**src/rtl/maze_move_scheduler.sv**
```systemverilog
// maze_move_scheduler: frame-synchronous player mover with a wall-store read handshake.
// Optional macro WALL_BYPASS_EN: skip the wall lookup and commit any on-grid move (free roam).
module maze_move_scheduler #(
  parameter int COLS        = 16,
  parameter int ROWS        = 12,
  parameter int X_W         = 4,
  parameter int Y_W         = 4,
  parameter int VBLANK_LINE = 480,
  parameter int RD_TIMEOUT  = 15
) (
  input  logic           clk,
  input  logic           rst_n,
  input  logic [9:0]     i_vcount,
  input  logic           i_move_req,
  input  logic [1:0]     i_move_dir,
  output logic           o_wall_rd_en,
  output logic [X_W-1:0] o_wall_rd_x,
  output logic [Y_W-1:0] o_wall_rd_y,
  input  logic           i_wall_rd_valid,
  input  logic           i_wall_rd_data,
  output logic [X_W-1:0] o_player_x,
  output logic [Y_W-1:0] o_player_y,
  output logic           o_frame_tick,
  output logic           o_move_ack,
  output logic           o_move_blocked,
  output logic           o_busy,
  output logic           o_goal_reached
);

  localparam logic [X_W-1:0]   X_MAX    = X_W'(COLS - 1);
  localparam logic [Y_W-1:0]   Y_MAX    = Y_W'(ROWS - 1);
  localparam logic [9:0]       VB_LINE  = 10'(VBLANK_LINE);
  localparam int               CNT_W    = (RD_TIMEOUT > 1) ? $clog2(RD_TIMEOUT) : 1;
  localparam logic [CNT_W-1:0] CNT_LAST = CNT_W'(RD_TIMEOUT - 1);

  typedef enum logic [1:0] {
    S_IDLE    = 2'd0,
    S_LOOKUP  = 2'd1,
    S_WAIT_RD = 2'd2,
    S_COMMIT  = 2'd3
  } state_t;

  state_t           r_state, w_state_nxt;
  logic             r_in_vb, r_in_vb_q, w_vb_edge;
  logic             r_pending, w_pending_nxt;
  logic [1:0]       r_dir, w_dir_nxt;
  logic [X_W-1:0]   r_tgt_x, w_tgt_x_nxt, w_step_x;
  logic [Y_W-1:0]   r_tgt_y, w_tgt_y_nxt, w_step_y;
  logic             w_off_grid;
  logic [CNT_W-1:0] r_cnt, w_cnt_nxt;
  logic [X_W-1:0]   r_player_x, w_player_x_nxt;
  logic [Y_W-1:0]   r_player_y, w_player_y_nxt;
  logic             r_goal, w_goal_nxt;
  logic             r_rd_en, w_rd_en_nxt;
  logic [X_W-1:0]   r_rd_x, w_rd_x_nxt;
  logic [Y_W-1:0]   r_rd_y, w_rd_y_nxt;
  logic             r_ack, w_ack_nxt;
  logic             r_blocked, w_blocked_nxt;
  logic             r_busy, w_busy_nxt;
  logic             r_frame_tick;

  assign w_vb_edge = r_in_vb & ~r_in_vb_q;

  // Candidate target cell for the stored direction; off-grid moves never wrap.
  always_comb begin
    w_step_x   = r_player_x;
    w_step_y   = r_player_y;
    w_off_grid = 1'b0;
    case (r_dir)
      2'd0: begin
        w_off_grid = (r_player_y == {Y_W{1'b0}});
        w_step_y   = r_player_y - Y_W'(1);
      end
      2'd1: begin
        w_off_grid = (r_player_y == Y_MAX);
        w_step_y   = r_player_y + Y_W'(1);
      end
      2'd2: begin
        w_off_grid = (r_player_x == {X_W{1'b0}});
        w_step_x   = r_player_x - X_W'(1);
      end
      2'd3: begin
        w_off_grid = (r_player_x == X_MAX);
        w_step_x   = r_player_x + X_W'(1);
      end
      default: begin
        w_off_grid = 1'b1;
      end
    endcase
  end

  // Next-state and next-output logic of the move sequencer.
  always_comb begin
    w_state_nxt    = r_state;
    w_pending_nxt  = r_pending;
    w_dir_nxt      = r_dir;
    w_tgt_x_nxt    = r_tgt_x;
    w_tgt_y_nxt    = r_tgt_y;
    w_cnt_nxt      = r_cnt;
    w_player_x_nxt = r_player_x;
    w_player_y_nxt = r_player_y;
    w_goal_nxt     = r_goal;
    w_rd_en_nxt    = 1'b0;
    w_rd_x_nxt     = r_rd_x;
    w_rd_y_nxt     = r_rd_y;
    w_ack_nxt      = 1'b0;
    w_blocked_nxt  = 1'b0;

    // Requests are only taken while idle; the latest one wins.
    if (i_move_req && (r_state == S_IDLE) && !r_goal) begin
      w_pending_nxt = 1'b1;
      w_dir_nxt     = i_move_dir;
    end else begin
      w_pending_nxt = r_pending;
    end

    case (r_state)
      S_IDLE: begin
        if (r_pending && w_vb_edge) begin
          w_state_nxt = S_LOOKUP;
        end else begin
          w_state_nxt = S_IDLE;
        end
      end
      S_LOOKUP: begin
        if (w_off_grid) begin
          w_blocked_nxt = 1'b1;
          w_pending_nxt = 1'b0;
          w_state_nxt   = S_IDLE;
        end else begin
          w_tgt_x_nxt = w_step_x;
          w_tgt_y_nxt = w_step_y;
`ifdef WALL_BYPASS_EN
          w_state_nxt = S_COMMIT;
`else
          w_rd_en_nxt = 1'b1;
          w_rd_x_nxt  = w_step_x;
          w_rd_y_nxt  = w_step_y;
          w_cnt_nxt   = {CNT_W{1'b0}};
          w_state_nxt = S_WAIT_RD;
`endif
        end
      end
      S_WAIT_RD: begin
        if (i_wall_rd_valid) begin
          if (i_wall_rd_data) begin
            w_blocked_nxt = 1'b1;
            w_pending_nxt = 1'b0;
            w_state_nxt   = S_IDLE;
          end else begin
            w_state_nxt = S_COMMIT;
          end
        end else if (r_cnt == CNT_LAST) begin
          // A silent wall store is treated as a wall.
          w_blocked_nxt = 1'b1;
          w_pending_nxt = 1'b0;
          w_state_nxt   = S_IDLE;
        end else begin
          w_cnt_nxt = r_cnt + CNT_W'(1);
        end
      end
      S_COMMIT: begin
        w_player_x_nxt = r_tgt_x;
        w_player_y_nxt = r_tgt_y;
        w_ack_nxt      = 1'b1;
        w_pending_nxt  = 1'b0;
        if ((r_tgt_x == X_MAX) && (r_tgt_y == Y_MAX)) begin
          w_goal_nxt = 1'b1;
        end else begin
          w_goal_nxt = r_goal;
        end
        w_state_nxt = S_IDLE;
      end
      default: begin
        w_state_nxt = S_IDLE;
      end
    endcase

    w_busy_nxt = (w_state_nxt != S_IDLE);
  end

  // FSM state register.
  always_ff @(posedge clk or negedge rst_n) begin
    if (!rst_n) begin
      r_state <= S_IDLE;
    end else begin
      r_state <= w_state_nxt;
    end
  end

  // Datapath and registered outputs.
  always_ff @(posedge clk or negedge rst_n) begin
    if (!rst_n) begin
      r_in_vb      <= 1'b0;
      r_in_vb_q    <= 1'b0;
      r_frame_tick <= 1'b0;
      r_pending    <= 1'b0;
      r_dir        <= 2'd0;
      r_tgt_x      <= {X_W{1'b0}};
      r_tgt_y      <= {Y_W{1'b0}};
      r_cnt        <= {CNT_W{1'b0}};
      r_player_x   <= {X_W{1'b0}};
      r_player_y   <= {Y_W{1'b0}};
      r_goal       <= 1'b0;
      r_rd_en      <= 1'b0;
      r_rd_x       <= {X_W{1'b0}};
      r_rd_y       <= {Y_W{1'b0}};
      r_ack        <= 1'b0;
      r_blocked    <= 1'b0;
      r_busy       <= 1'b0;
    end else begin
      r_in_vb      <= (i_vcount >= VB_LINE);
      r_in_vb_q    <= r_in_vb;
      r_frame_tick <= w_vb_edge;
      r_pending    <= w_pending_nxt;
      r_dir        <= w_dir_nxt;
      r_tgt_x      <= w_tgt_x_nxt;
      r_tgt_y      <= w_tgt_y_nxt;
      r_cnt        <= w_cnt_nxt;
      r_player_x   <= w_player_x_nxt;
      r_player_y   <= w_player_y_nxt;
      r_goal       <= w_goal_nxt;
      r_rd_en      <= w_rd_en_nxt;
      r_rd_x       <= w_rd_x_nxt;
      r_rd_y       <= w_rd_y_nxt;
      r_ack        <= w_ack_nxt;
      r_blocked    <= w_blocked_nxt;
      r_busy       <= w_busy_nxt;
    end
  end

  assign o_wall_rd_en   = r_rd_en;
  assign o_wall_rd_x    = r_rd_x;
  assign o_wall_rd_y    = r_rd_y;
  assign o_player_x     = r_player_x;
  assign o_player_y     = r_player_y;
  assign o_frame_tick   = r_frame_tick;
  assign o_move_ack     = r_ack;
  assign o_move_blocked = r_blocked;
  assign o_busy         = r_busy;
  assign o_goal_reached = r_goal;

endmodule

```
**config.mk**
```make
export PLATFORM = sky130hd
export DESIGN_NAME = maze_move_scheduler
export DESIGN_NICKNAME = d
export VERILOG_FILES = /design/src/rtl/maze_move_scheduler.sv
export SDC_FILE = /design/constraint.sdc
export NUM_CORES = 1
export LEC_CHECK = 0
export CORE_ASPECT_RATIO = 0.8
export CORE_UTILIZATION = 54
export DETAILED_ROUTE_END_ITERATION = 7
export GPL_TIMING_DRIVEN = 0
export PLACE_DENSITY = 0.84
export RECOVER_POWER = 50
export SLEW_MARGIN = 20
export SYNTH_ARGS = -nofsm -noshare
export SYNTH_HDL_FRONTEND = slang
export SYNTH_SLANG_ARGS = --single-unit
```
**constraint.sdc**
```tcl
create_clock -name clk -period 3.8 [get_ports clk]
set_clock_uncertainty 0.15 [all_clocks]
set_input_delay 0.38 -clock clk [delete_from_list [all_inputs] [get_ports clk]]
set_output_delay 0.38 -clock clk [all_outputs]
set_load 0.02 [all_outputs]
```
==> key figures <==
Run status
  – Status: complete, but fails checks
  – Failing checks: capacitance limit, slew limit

CTS
  – # clock sinks: 33
  – Clock Latency Late Sink: 0.28 ns
  – Post-CTS sizing: 0
  – CTS Buf Count: 5
  – CTS H-tree lvls: 2
  – Post-CTS Setup Bufs: 0
  – CTS Hold Bufs: 0
  – Root Buffer: clkbuf_8
  – CTS tree: built
  – Max Root-Sink Buffers: 2
  – Clock-pin slew on the worst setup and hold paths: 0.07 ns

Route
  – Via/cell ratio: 5.81
  – Drt first pass iters: 4
  – First DRT Iteration DRCs: 100
  – DRC Markers: 0
  – DRT Wirelength: 3.83 mm
  – Via count: 1348
  – Antenna Nets Post-Route: 0
  – Avg WL per Cell: 16.5 um

Global route
  – Top Usage Layer GRT: met2
  – Initial antenna violation count: 0
  – Pin count of the biggest net entering global routing: 34
  – Global Route Usage Sum: 24.2%
  – Grt met3 use: 5.72%
  – Met1 usage: 33.6%
  – First-pass GRT wire length: 6.10 mm
  – GR Util met2: 37.2%
  – Number of global-route vias before repair: 1238
  – Total gr overflow: 0

STA
  – Unrepaired setup endpoints after global routing: false
  – Post-route minimum period: 2.55 ns
  – Crit share post-route: 67.0%
  – Slew at the pin closest to its max-slew limit: 1.74 ns
  – Fmax achieved: 0.393 GHz
  – Setup_tns: 0 ns
  – Pins Over Slew Limit: 34
  – Final hold slack: 0.226 ns
  – # setup viols final: 0
  – Fin. Hold Viols: 0
  – Max-slew headroom: -16.3%

Worst hold path
  – Min-delay src: r_in_vb
  – Worst min-delay path class: reg2reg

Run
  – Max-Cap Viols: 1

Floorplanning
  – # IOs: 39
  – Area of the core: 0.00315 mm^2
  – Initial core utilization: 57.7%
  – Die area: 0.00360 mm^2
  – Die W: 66.9 um
  – Die height: 53.9 um
  – Row count: 18

Logic synthesis
  – EDFF count, synth: 0
  – Post-synthesis sequential area ratio: 45.4%
  – Netlist cell types: 49
  – Syn_nets: 180
  – Synth Register Bits: 33
  – Synthesized area per cell: 12.0 um^2
  – Post-Syn Area: 0.00182 mm^2
  – Post-synth top flop: dfrtp_1
  – FFs w/ async S/R, synth: 100%
  – Synth warn: 0
  – Synth Instances: 151

Cells and area
  – Diodes inserted: 0
  – Fill cells: 221
  – Synth-to-Final Area Change: 26.2%
  – Nets: 220
  – Area of the multi-input gates: 943 um^2
  – Layout cells sized above 1: 20.3%
  – Reg area: 826 um^2

Worst setup path
  – Startpoint types: flop
  – Crit end category: flop
  – Reg-to-reg critical path startpoint: r_dir[0]
  – Worst setup path startpoint: r_dir[0]
  – Crit path max fanout: 9
  – CP required: 3.82 ns
  – CP Class: reg2reg
  – Worst endpoint data arrival time: 2.57 ns

Power and ir drop
  – PwrDens: 566 mW/mm^2
  – Leakage power: 1.05 nW
  – Peak VDD IR: 318 uV

Place
  – GPL Wtd Cong: 0.770
  – # port buffers: 33
  – Post-DP HPWL: 2.74 mm
==> cells in the final DEF, fill, tap and decap left out, drive strengths merged, types with 2 or more instances in the layout <==
cell	instances
dfrtp	33
clkdlybuf4s50	28
mux2	19
clkbuf	11
ha	10
nor2	8
inv	7
nand2	6
xnor2	5
o21ai	5
a21oi	4
and3	4
dlygate4sd3	4
nor3	4
a221o	3
nand4	2
nand4b	2
o31ai	2
a21boi	2
nand3	2
a41o	2
mux2i	2
a31oi	2
nor3b	2
fa	2
==> routing by layer <==
layer,vias to the layer above,part of all wire [%]
li1,630,-
met1,668,46
met2,44,48
met3,6,5.0
met4,0,1.1
met5,-,0
==> path summary, 6_finish.rpt <==
path	to	slack [ns]	cells past startpoint
max	o_wall_rd_y[3]	1.25	7
min	r_in_vb_q	0.23	0
max reg2reg	o_wall_rd_y[3]	1.25	7
min reg2reg	r_in_vb_q	0.23	0
max in group asynchronous	r_in_vb_q	2.09	1
min in group asynchronous	o_wall_rd_y[3]	0.40	1
==> state kept, by name, summed over array words and instances (netlist names) <==
register / flops
o_player_x: 4
r_pending: 1
o_busy: 1
o_wall_rd_en: 1
o_move_ack: 1
r_cnt: 4
o_player_y: 4
o_goal_reached: 1
r_in_vb_q: 1
r_state: 2
o_wall_rd_y: 4
o_wall_rd_x: 4
r_dir: 2
r_in_vb: 1
o_move_blocked: 1
o_frame_tick: 1
==> worst max-delay path, stage by stage, from the launching register on <==
cell and delay (ns):
dfrtp_1 0.48, or2b_1 0.32, ha_1 0.34, and3_1 0.19, or3_2 0.44, a21oi_1 0.18
xnor2_1 0.08, mux2_4 0.25
==> where the power goes <==
| part | switching [mW] | internal [mW] |
|---|---|---|
| registers | 0.0923 | 0.425 |
| clock network | 0.125 | 0.164 |
| logic | 0.226 | 0.266 |
| total | 0.443 | 0.854 |
==> cells by family after synthesis <==
kind of cell	count (synthesis)	share of synthesized area [%]
xor+xnor	6	2.89
simple gates	40	14.4
fa+ha+maj	12	9.08
buf+inv	11	2.68
compound gates	28	11.2
flops	33	45.4
mux	21	14.3
==> through the flow <==
step | utilization [%] | cell area [um^2] | std cells | setup slack, ns | power [mW]
after floorplan | - | 1820 | 151 | 1.41 | 0.814
after global placement | 69.7 | 2200 | 224 | 1.29 | 0.984
after detailed placement | 69.6 | 2190 | 224 | 1.28 | 1.01
after CTS | 72.8 | 2290 | 232 | 1.26 | 1.31
after global routing | 72.7 | 2290 | 232 | 1.12 | 1.38
final | 72.7 | 2290 | 232 | 1.25 | 1.30
==> area by class of cell <==
cell class	instances	area share, %
Buffer	4	0.982
Clock buffer	7	4.20
Clock inverter	1	0.218
Inverter	7	1.15
Multi-Input combinational cell	107	41.1
Sequential cell	33	36.0
Tap cell	40	2.18
Timing Repair Buffer	33	14.1
==> cells in the mapped netlist (all sizes together) (2+ instances only) <==
master | n | area (um^2)
a21boi | 2 | 15.0
a21oi | 4 | 20.0
a221o | 3 | 30.0
a31oi | 2 | 12.5
a41o | 2 | 20.0
and3 | 4 | 25.0
clkbuf | 3 | 11.3
dfrtp | 33 | 826
fa | 2 | 40.0
ha | 10 | 125
inv | 7 | 26.3
mux2 | 19 | 240
mux2i | 2 | 20.0
nand2 | 6 | 25.0
nand3 | 2 | 10.0
nand4 | 2 | 12.5
nand4b | 2 | 17.5
nor2 | 8 | 30.0
nor3 | 4 | 41.3
nor3b | 2 | 15.0
o21ai | 5 | 25.0
o31ai | 2 | 15.0
xnor2 | 5 | 43.8
Power figures use the tool's default switching activity.
